===== src/rtl/fp_mul_pkg.sv =====
// Shared types and helper functions for the parameterised floating-point multiplier.
// Helpers return 128-bit vectors; callers keep the low 1+EXP_W+MAN_W bits.
package fp_mul_pkg;

  typedef enum logic [2:0] {
    IDLE  = 3'd0,
    CHECK = 3'd1,
    NORM  = 3'd2,
    ROUND = 3'd3,
    DONE  = 3'd4
  } state_t;

  typedef enum logic [1:0] {
    ZERO   = 2'd0,
    NORMAL = 2'd1,
    INF    = 2'd2,
    NAN    = 2'd3
  } fp_class_t;

  function automatic int bias(input int exp_w);
    return (1 << (exp_w - 1)) - 1;
  endfunction

  // Canonical quiet NaN: positive sign, all-ones exponent, fraction MSB set.
  function automatic logic [127:0] qnan(input int exp_w, input int man_w);
    logic [127:0] r;
    r = '0;
    for (int i = man_w; i < man_w + exp_w; i++) r[i] = 1'b1;
    r[man_w-1] = 1'b1;
    return r;
  endfunction

  // Largest finite magnitude: exponent all-ones minus one, fraction all ones.
  function automatic logic [127:0] maxfin(input int exp_w, input int man_w);
    logic [127:0] r;
    r = '0;
    for (int i = 0; i < man_w; i++) r[i] = 1'b1;
    for (int i = man_w + 1; i < man_w + exp_w; i++) r[i] = 1'b1;
    return r;
  endfunction

endpackage


===== src/rtl/multiplier_fp_param_classify.sv =====
// Combinational unpack of one operand into sign, exponent, significand and class.
// Subnormal encodings are treated as zero (flush-to-zero on input).
module fp_classify
  import fp_mul_pkg::*;
#(
  parameter int EXP_W = 8,
  parameter int MAN_W = 23
) (
  input  logic [EXP_W+MAN_W:0] op,
  output logic                 sign,
  output logic [EXP_W-1:0]     exp,
  output logic [MAN_W:0]       sig,
  output fp_class_t            cls
);

  logic [MAN_W-1:0] frac;

  always_comb begin
    sign = op[EXP_W+MAN_W];
    exp  = op[EXP_W+MAN_W-1 -: EXP_W];
    frac = op[MAN_W-1:0];
    sig  = {1'b1, frac};
    if (exp == '0)
      cls = ZERO;
    else if (exp == '1)
      cls = (frac != '0) ? NAN : INF;
    else
      cls = NORMAL;
  end

endmodule


===== src/rtl/multiplier_fp_param.sv =====
// Multi-cycle parameterised floating-point multiplier with start/ready handshake,
// RNE or truncate rounding, saturation on overflow and flush-to-zero on underflow.
module multiplier_fp_param
  import fp_mul_pkg::*;
#(
  parameter int EXP_W = 8,
  parameter int MAN_W = 23
) (
  input  logic                 clk,
  input  logic                 reset,
  input  logic                 start,
  input  logic                 rnd_mode,
  input  logic [EXP_W+MAN_W:0] A,
  input  logic [EXP_W+MAN_W:0] B,
  output logic                 busy,
  output logic                 ready,
  output logic [EXP_W+MAN_W:0] Y,
  output logic                 invalid,
  output logic                 overflow,
  output logic                 underflow,
  output logic                 inexact
);

  localparam int W  = 1 + EXP_W + MAN_W;
  localparam int PW = 2 * MAN_W + 2;
  localparam int EW = EXP_W + 2;

  localparam int BIAS_I = bias(EXP_W);
  localparam int EMAX_I = (1 << EXP_W) - 1;
  localparam logic signed [EW-1:0] BIAS_S   = BIAS_I[EW-1:0];
  localparam logic signed [EW-1:0] EXP_MAX  = EMAX_I[EW-1:0];
  localparam logic [127:0]         QNAN_ALL = qnan(EXP_W, MAN_W);
  localparam logic [127:0]         MAXF_ALL = maxfin(EXP_W, MAN_W);
  localparam logic [W-1:0]         QNAN     = QNAN_ALL[W-1:0];
  localparam logic [W-2:0]         MAXF_MAG = MAXF_ALL[W-2:0];
  localparam logic [W-2:0]         INF_MAG  = {{EXP_W{1'b1}}, {MAN_W{1'b0}}};

  state_t state;

  logic [W-1:0]         a_r, b_r;
  logic                 rnd_r;
  logic                 res_sign;
  logic signed [EW-1:0] exp_r;
  logic [PW-1:0]        prod_r;
  logic [MAN_W-1:0]     frac_r;
  logic                 g_r, s_r;
  logic [W-1:0]         y_p;
  logic                 inv_p, ovf_p, unf_p, inx_p;

  logic             sign_a, sign_b;
  logic [EXP_W-1:0] exp_a, exp_b;
  logic [MAN_W:0]   sig_a, sig_b;
  fp_class_t        cls_a, cls_b;

  fp_classify #(.EXP_W(EXP_W), .MAN_W(MAN_W)) u_cls_a (
    .op(a_r), .sign(sign_a), .exp(exp_a), .sig(sig_a), .cls(cls_a)
  );

  fp_classify #(.EXP_W(EXP_W), .MAN_W(MAN_W)) u_cls_b (
    .op(b_r), .sign(sign_b), .exp(exp_b), .sig(sig_b), .cls(cls_b)
  );

  logic                 sign_xy;
  logic signed [EW-1:0] exp_sum;
  logic [PW-1:0]        product;
  logic                 spec_hit, spec_inv;
  logic [W-1:0]         spec_y;

  // Special-case resolution in priority order: NaN, inf*0, inf, zero.
  always_comb begin
    sign_xy  = sign_a ^ sign_b;
    exp_sum  = $signed({2'b00, exp_a}) + $signed({2'b00, exp_b}) - BIAS_S;
    product  = PW'(sig_a) * PW'(sig_b);
    spec_hit = 1'b1;
    spec_inv = 1'b0;
    spec_y   = '0;
    if (cls_a == NAN || cls_b == NAN) begin
      spec_y   = QNAN;
      spec_inv = 1'b1;
    end else if ((cls_a == INF && cls_b == ZERO) || (cls_a == ZERO && cls_b == INF)) begin
      spec_y   = QNAN;
      spec_inv = 1'b1;
    end else if (cls_a == INF || cls_b == INF) begin
      spec_y = {sign_xy, INF_MAG};
    end else if (cls_a == ZERO || cls_b == ZERO) begin
      spec_y = {sign_xy, {(W-1){1'b0}}};
    end else begin
      spec_hit = 1'b0;
    end
  end

  logic [PW-1:0] norm_prod;

  assign norm_prod = prod_r[PW-1] ? prod_r : (prod_r << 1);

  logic                 rnd_inc;
  logic [MAN_W:0]       frac_sum;
  logic signed [EW-1:0] exp_fin;
  logic                 ovf_det, unf_det;

  // Rounding increment; a carry out of the fraction leaves it zero and bumps the exponent.
  always_comb begin
    rnd_inc  = !rnd_r && g_r && (s_r || frac_r[0]);
    frac_sum = {1'b0, frac_r} + {{MAN_W{1'b0}}, rnd_inc};
    exp_fin  = exp_r + $signed({{(EW-1){1'b0}}, frac_sum[MAN_W]});
    ovf_det  = !exp_fin[EW-1] && (exp_fin >= EXP_MAX);
    unf_det  = exp_fin[EW-1] || (exp_fin == '0);
  end

  assign busy = (state != IDLE);

  always_ff @(posedge clk) begin
    if (reset) begin
      state     <= IDLE;
      ready     <= 1'b0;
      Y         <= '0;
      invalid   <= 1'b0;
      overflow  <= 1'b0;
      underflow <= 1'b0;
      inexact   <= 1'b0;
      a_r       <= '0;
      b_r       <= '0;
      rnd_r     <= 1'b0;
      res_sign  <= 1'b0;
      exp_r     <= '0;
      prod_r    <= '0;
      frac_r    <= '0;
      g_r       <= 1'b0;
      s_r       <= 1'b0;
      y_p       <= '0;
      inv_p     <= 1'b0;
      ovf_p     <= 1'b0;
      unf_p     <= 1'b0;
      inx_p     <= 1'b0;
    end else begin
      ready <= 1'b0;
      case (state)
        IDLE: begin
          if (start) begin
            a_r       <= A;
            b_r       <= B;
            rnd_r     <= rnd_mode;
            invalid   <= 1'b0;
            overflow  <= 1'b0;
            underflow <= 1'b0;
            inexact   <= 1'b0;
            state     <= CHECK;
          end
        end
        CHECK: begin
          res_sign <= sign_xy;
          inv_p    <= 1'b0;
          ovf_p    <= 1'b0;
          unf_p    <= 1'b0;
          inx_p    <= 1'b0;
          if (spec_hit) begin
            y_p   <= spec_y;
            inv_p <= spec_inv;
            state <= DONE;
          end else begin
            exp_r  <= exp_sum;
            prod_r <= product;
            state  <= NORM;
          end
        end
        NORM: begin
          frac_r <= norm_prod[PW-2 -: MAN_W];
          g_r    <= norm_prod[MAN_W];
          s_r    <= |norm_prod[MAN_W-1:0];
          if (prod_r[PW-1])
            exp_r <= exp_r + EW'(1);
          state <= ROUND;
        end
        ROUND: begin
          if (ovf_det) begin
            y_p   <= rnd_r ? {res_sign, MAXF_MAG} : {res_sign, INF_MAG};
            ovf_p <= 1'b1;
            inx_p <= 1'b1;
          end else if (unf_det) begin
            y_p   <= {res_sign, {(W-1){1'b0}}};
            unf_p <= 1'b1;
            inx_p <= 1'b1;
          end else begin
            y_p   <= {res_sign, exp_fin[EXP_W-1:0], frac_sum[MAN_W-1:0]};
            inx_p <= g_r | s_r;
          end
          state <= DONE;
        end
        DONE: begin
          Y         <= y_p;
          invalid   <= inv_p;
          overflow  <= ovf_p;
          underflow <= unf_p;
          inexact   <= inx_p;
          ready     <= 1'b1;
          state     <= IDLE;
        end
        default: state <= IDLE;
      endcase
    end
  end

endmodule


===== config.mk =====
export PLATFORM = sky130hd
export DESIGN_NAME = multiplier_fp_param
export DESIGN_NICKNAME = d
export VERILOG_FILES = /design/src/rtl/fp_mul_pkg.sv /design/src/rtl/multiplier_fp_param_classify.sv /design/src/rtl/multiplier_fp_param.sv
export SDC_FILE = /design/constraint.sdc
export NUM_CORES = 2
export LEC_CHECK = 0
export CELL_PAD_IN_SITES_DETAIL_PLACEMENT = 0
export CELL_PAD_IN_SITES_GLOBAL_PLACEMENT = 1
export CORE_MARGIN = 5
export CORE_UTILIZATION = 44
export DETAILED_ROUTE_END_ITERATION = 6
export PLACE_DENSITY = 0.86
export REMOVE_ABC_BUFFERS = 1
export SLEW_MARGIN = 20
export SYNTH_ARGS = -nofsm -noshare
export SYNTH_HDL_FRONTEND = slang
export SYNTH_SLANG_ARGS = --single-unit

===== constraint.sdc =====
create_clock -name clk -period 7.4 [get_ports clk]
set_clock_uncertainty 0.2 [all_clocks]
set_input_delay 1.48 -clock clk [delete_from_list [all_inputs] [get_ports clk]]
set_output_delay 1.48 -clock clk [all_outputs]
set_load 0.05 [all_outputs]

# == After elaboration in Yosys (flattened, before gate mapping) ==
# Index checks and enable logic that the tools add are counted.
# W data, S select, Z words.
# op_classes
addsub,5
mul,1
magnitude_cmp,1
n_eq_ne,17
n_mux,43
bitwise,3
reduce_logical,33
# op_table
operator,n
$mux W32,5
$pmux W32 S2,1
$mux W31,2
$mul A24 B24 Y48,1
$mux W47,1
$reduce_bool A23 Y1,2
$add A23 B1 Y24,1
$mux W24,1
$reduce_or A23 Y1,1
$mux W10,2
$pmux W10 S2,1
$eq A8 B8 Y1 const B,2
$logic_not A8 Y1,2
$mux W1,16
$ne A2 B2 Y1 const B,7
$pmux W1 S2,7
$pmux W3 S4,1
$add A10 B2 Y10,1
$add A10 B2 Y10 const B,1
$ge A10 B9 Y1 const B,1
$logic_not A10 Y1,1
$reduce_and A2 Y1,5
$sub A9 B7 Y10 const B,1
$add A8 B8 Y9,1
other kinds (17),39
# totals
ff_bits,225
in_bits,68
out_inout_bits,38
elab_cells,124

# == Logic depth before layout (Yosys ltp) ==
# depth
depth_word,12
depth_mapped,27
mapped_depth_nobuf,24

# == By module ==
# From an unflattened synthesis, not the netlist that was laid out.
# unflattened
hier_cells,3441
area_unflattened_um2,29160.5
# modules_own_cells
module,instances,cells_per_inst,area_per_inst_um2,seq_area_each_um2
multiplier_fp_param,1,3345,28464.8,4504.3
fp_classify,2,48,347.8,0.0

# == Worst setup path before layout ==
# OpenSTA, ideal clock, no wires.
# synth_timing
path_kind,reg-to-reg
from,register a_r[13]
to,register prod_r[38]
setup_time_ps,103
t_arrival_ps,6643
required_time_ps,7097
setup_slack_ps,454
path_stages_with_launch,26
path_buffers,1
synth_period_minus_slack_ps,6946
path_cell_list,dfxtp_1 -> clkbuf_1 -> nand2_1 -> fa_1 -> inv_1 -> fa_1 -> inv_1 -> fa_1 -> inv_1 -> fa_1 -> inv_1 -> fa_1 -> inv_1 -> fa_1 -> inv_1 -> fa_1 -> inv_1 -> ha_1 -> a21oi_2 -> nand2_1 -> a31o_1 -> or4_4 -> and3_4 -> o211ai_2 -> a211oi_1 -> a2111oi_2
# synth_between
elab_chain_cells,12
word_cells_on_any_way,20
classes_between,1 x mul; 2 x eq/ne; 7 x mux; 1 x bitwise; 9 x reduce/logical
# synth_rtl
element,line,text
"start, declared",multiplier_fp_param.sv:40,"logic [W-1:0] a_r, b_r;"
"start signal, assigned",multiplier_fp_param.sv:121,a_r <= '0;
"start signal, assigned",multiplier_fp_param.sv:140,a_r <= A;
"parallel branches: the longest is 12 deep, another holds $mul A24 B24 Y48",--,
"end signal, assigned",multiplier_fp_param.sv:162,prod_r <= product;
"end, declared",multiplier_fp_param.sv:44,logic [PW-1:0] prod_r;
# Parallel ways; which one is timed is not known.
# A chain may end at the register's enable or synchronous reset.

# == Final worst setup path ==
# Ends and elaborated chain as after synthesis.

==> summary.md <==
| Metric | Value |
|---|---|
| Yosys reg bits | `~230` |
| Antenna violations before repair | `0` |
| CP Max Fanout | `25` |
| TritonCTS buffer count | `29` |
| CTS tree | `yes` |
| Final hold vios | `0` |
| I/O Pins | `~110` |
| Startpoint types | `register` |
| Pleak | `around 0.015 uW` |
| DR vias/cell | `~5.3` |
| Async S/R FF share, synth | `0%` |
| Kind of critical path | `reg -> reg` |
| DIE AREA | `0.07041 mm^2` |
| Post-cts sizing count | `0` |
| Power Density | `about 150 mW/mm^2` |
| DP HPWL | `around 61,000 um` |
| CTS root buf | `clkbuf_16` |
| FP Rows | `93` |
| Pre-antenna DRT Iters | `5` |
| GR Util All Layers | `22.09%` |
| # DRC | `0` |
| Post-CTS setup buffers | `0` |
| CP startpoint | `a_r[13]` |
| Clk pin slew, worst setup/hold paths | `0.07 ns` |
| Latest clock arrival within the worst-skew pair | `about 0.61 ns` |
| Mapped Cells | `approximately 3,400` |
| Final worst path period share | `between 90 and 100%` |
| Initial core utilization | `between 40 and 50%` |
| Clk buf depth | `3` |
| Max Slew Vio Count | `0` |
| CP Capture Point | `prod_r[38]` |
| Worst Path Arrival | `7.40 ns` |
| Clk sinks | `225` |
| Max-slew headroom | `between 40 and 50%` |
| Least-Margin Pin Slew | `around 0.88 ns` |
| Ant diodes | `0` |
| Unrepaired setup endpoints after global routing | `no` |
| Synthesis-to-finish area growth | `11.52%` |
| Global placer's final weighted congestion | `0.8871` |
| Vias in the first global route | `between 20,000 and 25,000` |
| Reg-to-Reg Start | `a_r[13]` |
| FMAX | `0.1403 GHz` |
| Flop2flop setup slack | `0.27 ns` |
| Mapped Area | `approximately 0.029 mm^2` |
| Routed WL | `between 70,000 and 80,000 um` |
| Pin count of the biggest net entering global routing | `79` |
| FF-to-FF path depth | `22` |
| First-pass GRT wire length | `roughly 130,000 um` |
| Vias after detailed routing | `between 20,000 and 25,000` |
| Core footprint | `0.06446 mm^2` |
| Hold-fix buffers, CTS | `0` |
| Syn avg cell area | `8.485 um^2` |
| Layout cells sized above 1 | `approximately 6.3%` |
| NumNets Final | `between 4,000 and 5,000` |
| Hold Crit Class | `reg -> reg` |
| Sum of negative setup slack | `0 ns` |
| Status | `completed` |
| Worst EP required | `approximately 7.7 ns` |
| Crit end category | `register` |
| Final setup fails | `0` |
| Number of flops mapped to enable cells by yosys | `0` |
| Post-synthesis cell type count | `84` |
| Tmin final | `7.125 ns` |
| Htree depth | `1` |
| Average wire per standard cell | `17.69 um` |
| Die height | `approximately 270 um` |
| Post-synthesis sequential area ratio | `around 16%` |
| Iteration-0 DRC count of the detailed router | `1,511` |
| Main flop type after synthesis | `dfxtp_1` |
| Grt total ovfl | `0` |
| DRT antenna net count | `0` |
| Yosys Warn Count | `0` |
| Die X | `265.3 um` |
| Post-Route Utilization | `49.63%` |
| Port Buffer Count | `about 110` |
| Max Cap Viol | `0` |
| Peak supply drop | `0.0001610 V` |
| Reg2reg end | `prod_r[38]` |
## registers in the layout, summed over array words and instances, names as in the netlist, 3 cells and up
register  count
frac_r       23
y_p          32
b_r          32
prod_r       48
exp_r        10
state         3
a_r          32
Y            32
## where the power goes
group | switching, uW | leakage [uW] | internal [uW]
registers | 101 | 0.00183 | 1290
clock network | 630 | 0.000481 | 852
logic | 1250 | 0.0124 | 763
## cells by family (layout without fill, tap and decap cells)
family	Yosys count	after routing	share of synthesized area (%)
and+or+nand+nor	1144	1144	18.87
buffers and inverters	792	881	10.57
adders and majority gates	676	676	42.12
AOI/OAI and AO/OA	455	455	9.891
DFF	225	225	15.70
xor gates and xnor gates	60	60	1.832
muxes	29	29	1.016
## cells in the final DEF, fill, tap and decap left out, drive strengths merged, types with 43 or more instances in the layout
master,n
a211oi,45
o21ai,82
ha,193
inv,602
buf,123
and2,251
dfxtp,225
a21oi,200
nor2,127
clkdlybuf4s50,104
nand2,570
fa,483
nand3,43
## worst max-delay path, cell delays in order (launching register included)
cell and delay (ns):
dfxtp_1 0.33, buf_4 0.33, and2_1 0.21, fa_1 0.45
fa_1 0.56, inv_1 0.06, fa_1 0.52, inv_1 0.06
fa_1 0.42, fa_1 0.47, fa_1 0.54, inv_1 0.05
fa_1 0.53, inv_1 0.06, ha_1 0.34, a21oi_2 0.17
nand2_1 0.06, a31o_1 0.22, or4_4 0.51, and3_4 0.19
o211ai_2 0.23, a211oi_1 0.12, a2111oi_2 0.34
## through the flow
stage | setup WS [ns] | area [um^2] | hold WS, ns | std cells | total power (uW)
detailed placement | 0.2926 | 30970 | 0.2454 | 4271 | 3423
global route | 0.007717 | 31990 | 0.2723 | 4325 | 5243
global placement | 0.3433 | 30970 | 0.2405 | 4271 | 3403
CTS | 0.2295 | 31960 | 0.2318 | 4325 | 4926
finish | 0.2746 | 31990 | 0.2217 | 4325 | 4884
floorplan | 0.3908 | 27910 | 0.2227 | 3189 | 2666
## cells in the mapped netlist, types with 15 or more instances
library cell | instances | share of area [%]
inv_1 | 597 | 7.8
nand2_1 | 569 | 7.4
fa_1 | 483 | 34
and2_1 | 251 | 5.5
dfxtp_1 | 225 | 16
a21oi_1 | 197 | 3.4
ha_1 | 193 | 8.4
clkbuf_1 | 159 | 2.1
nor2_1 | 126 | 1.6
o21ai_0 | 75 | 1.3
a211oi_1 | 43 | 1.1
nand3_1 | 43 | 0.75
xnor2_1 | 36 | 1.1
nand4_1 | 31 | 0.68
a21o_1 | 28 | 0.73
mux2i_1 | 28 | 0.98
nor3_1 | 27 | 0.47
nor4_1 | 24 | 0.52
xor2_1 | 24 | 0.73
a22o_1 | 22 | 0.67
buf_2 | 17 | 0.30
and3_1 | 15 | 0.33
## worst min path at each step
stage / start / end / slack [ns] / cells after the start
global route: prod_r[12] / prod_r[12] / 0.27 / 2
finish: y_p[11] / Y[11] / 0.22 / 2
CTS: y_p[11] / Y[11] / 0.23 / 2
floorplan: y_p[24] / Y[24] / 0.22 / 2
global placement: prod_r[17] / prod_r[17] / 0.24 / 2
detailed placement: prod_r[0] / prod_r[0] / 0.25 / 2
## area by class of cell
class | count | area (um^2)
Clock inverter | 17 | 187.7
Tap cell | 855 | 1070
Fill cell | 6189 | 32470
Inverter | 600 | 2252
Multi-Input combinational cell | 2364 | 21170
Timing Repair Buffer | 227 | 1996
Sequential cell | 225 | 4514
Clock buffer | 37 | 805.8
## layer usage
metal  share of wire (%)  global-route usage, %  up-vias  wire length (um)
met5                   0                      0        -                 0
met4                 4.0                  7.273        0              3084
met3                 6.1                  3.996      155              4638
met2                  48                  37.83      584             36780
met1                  42                  28.47    11334             32020
li1                    -                      -    10662                 -
No activity file was read; power rests on OpenSTA's default activity.
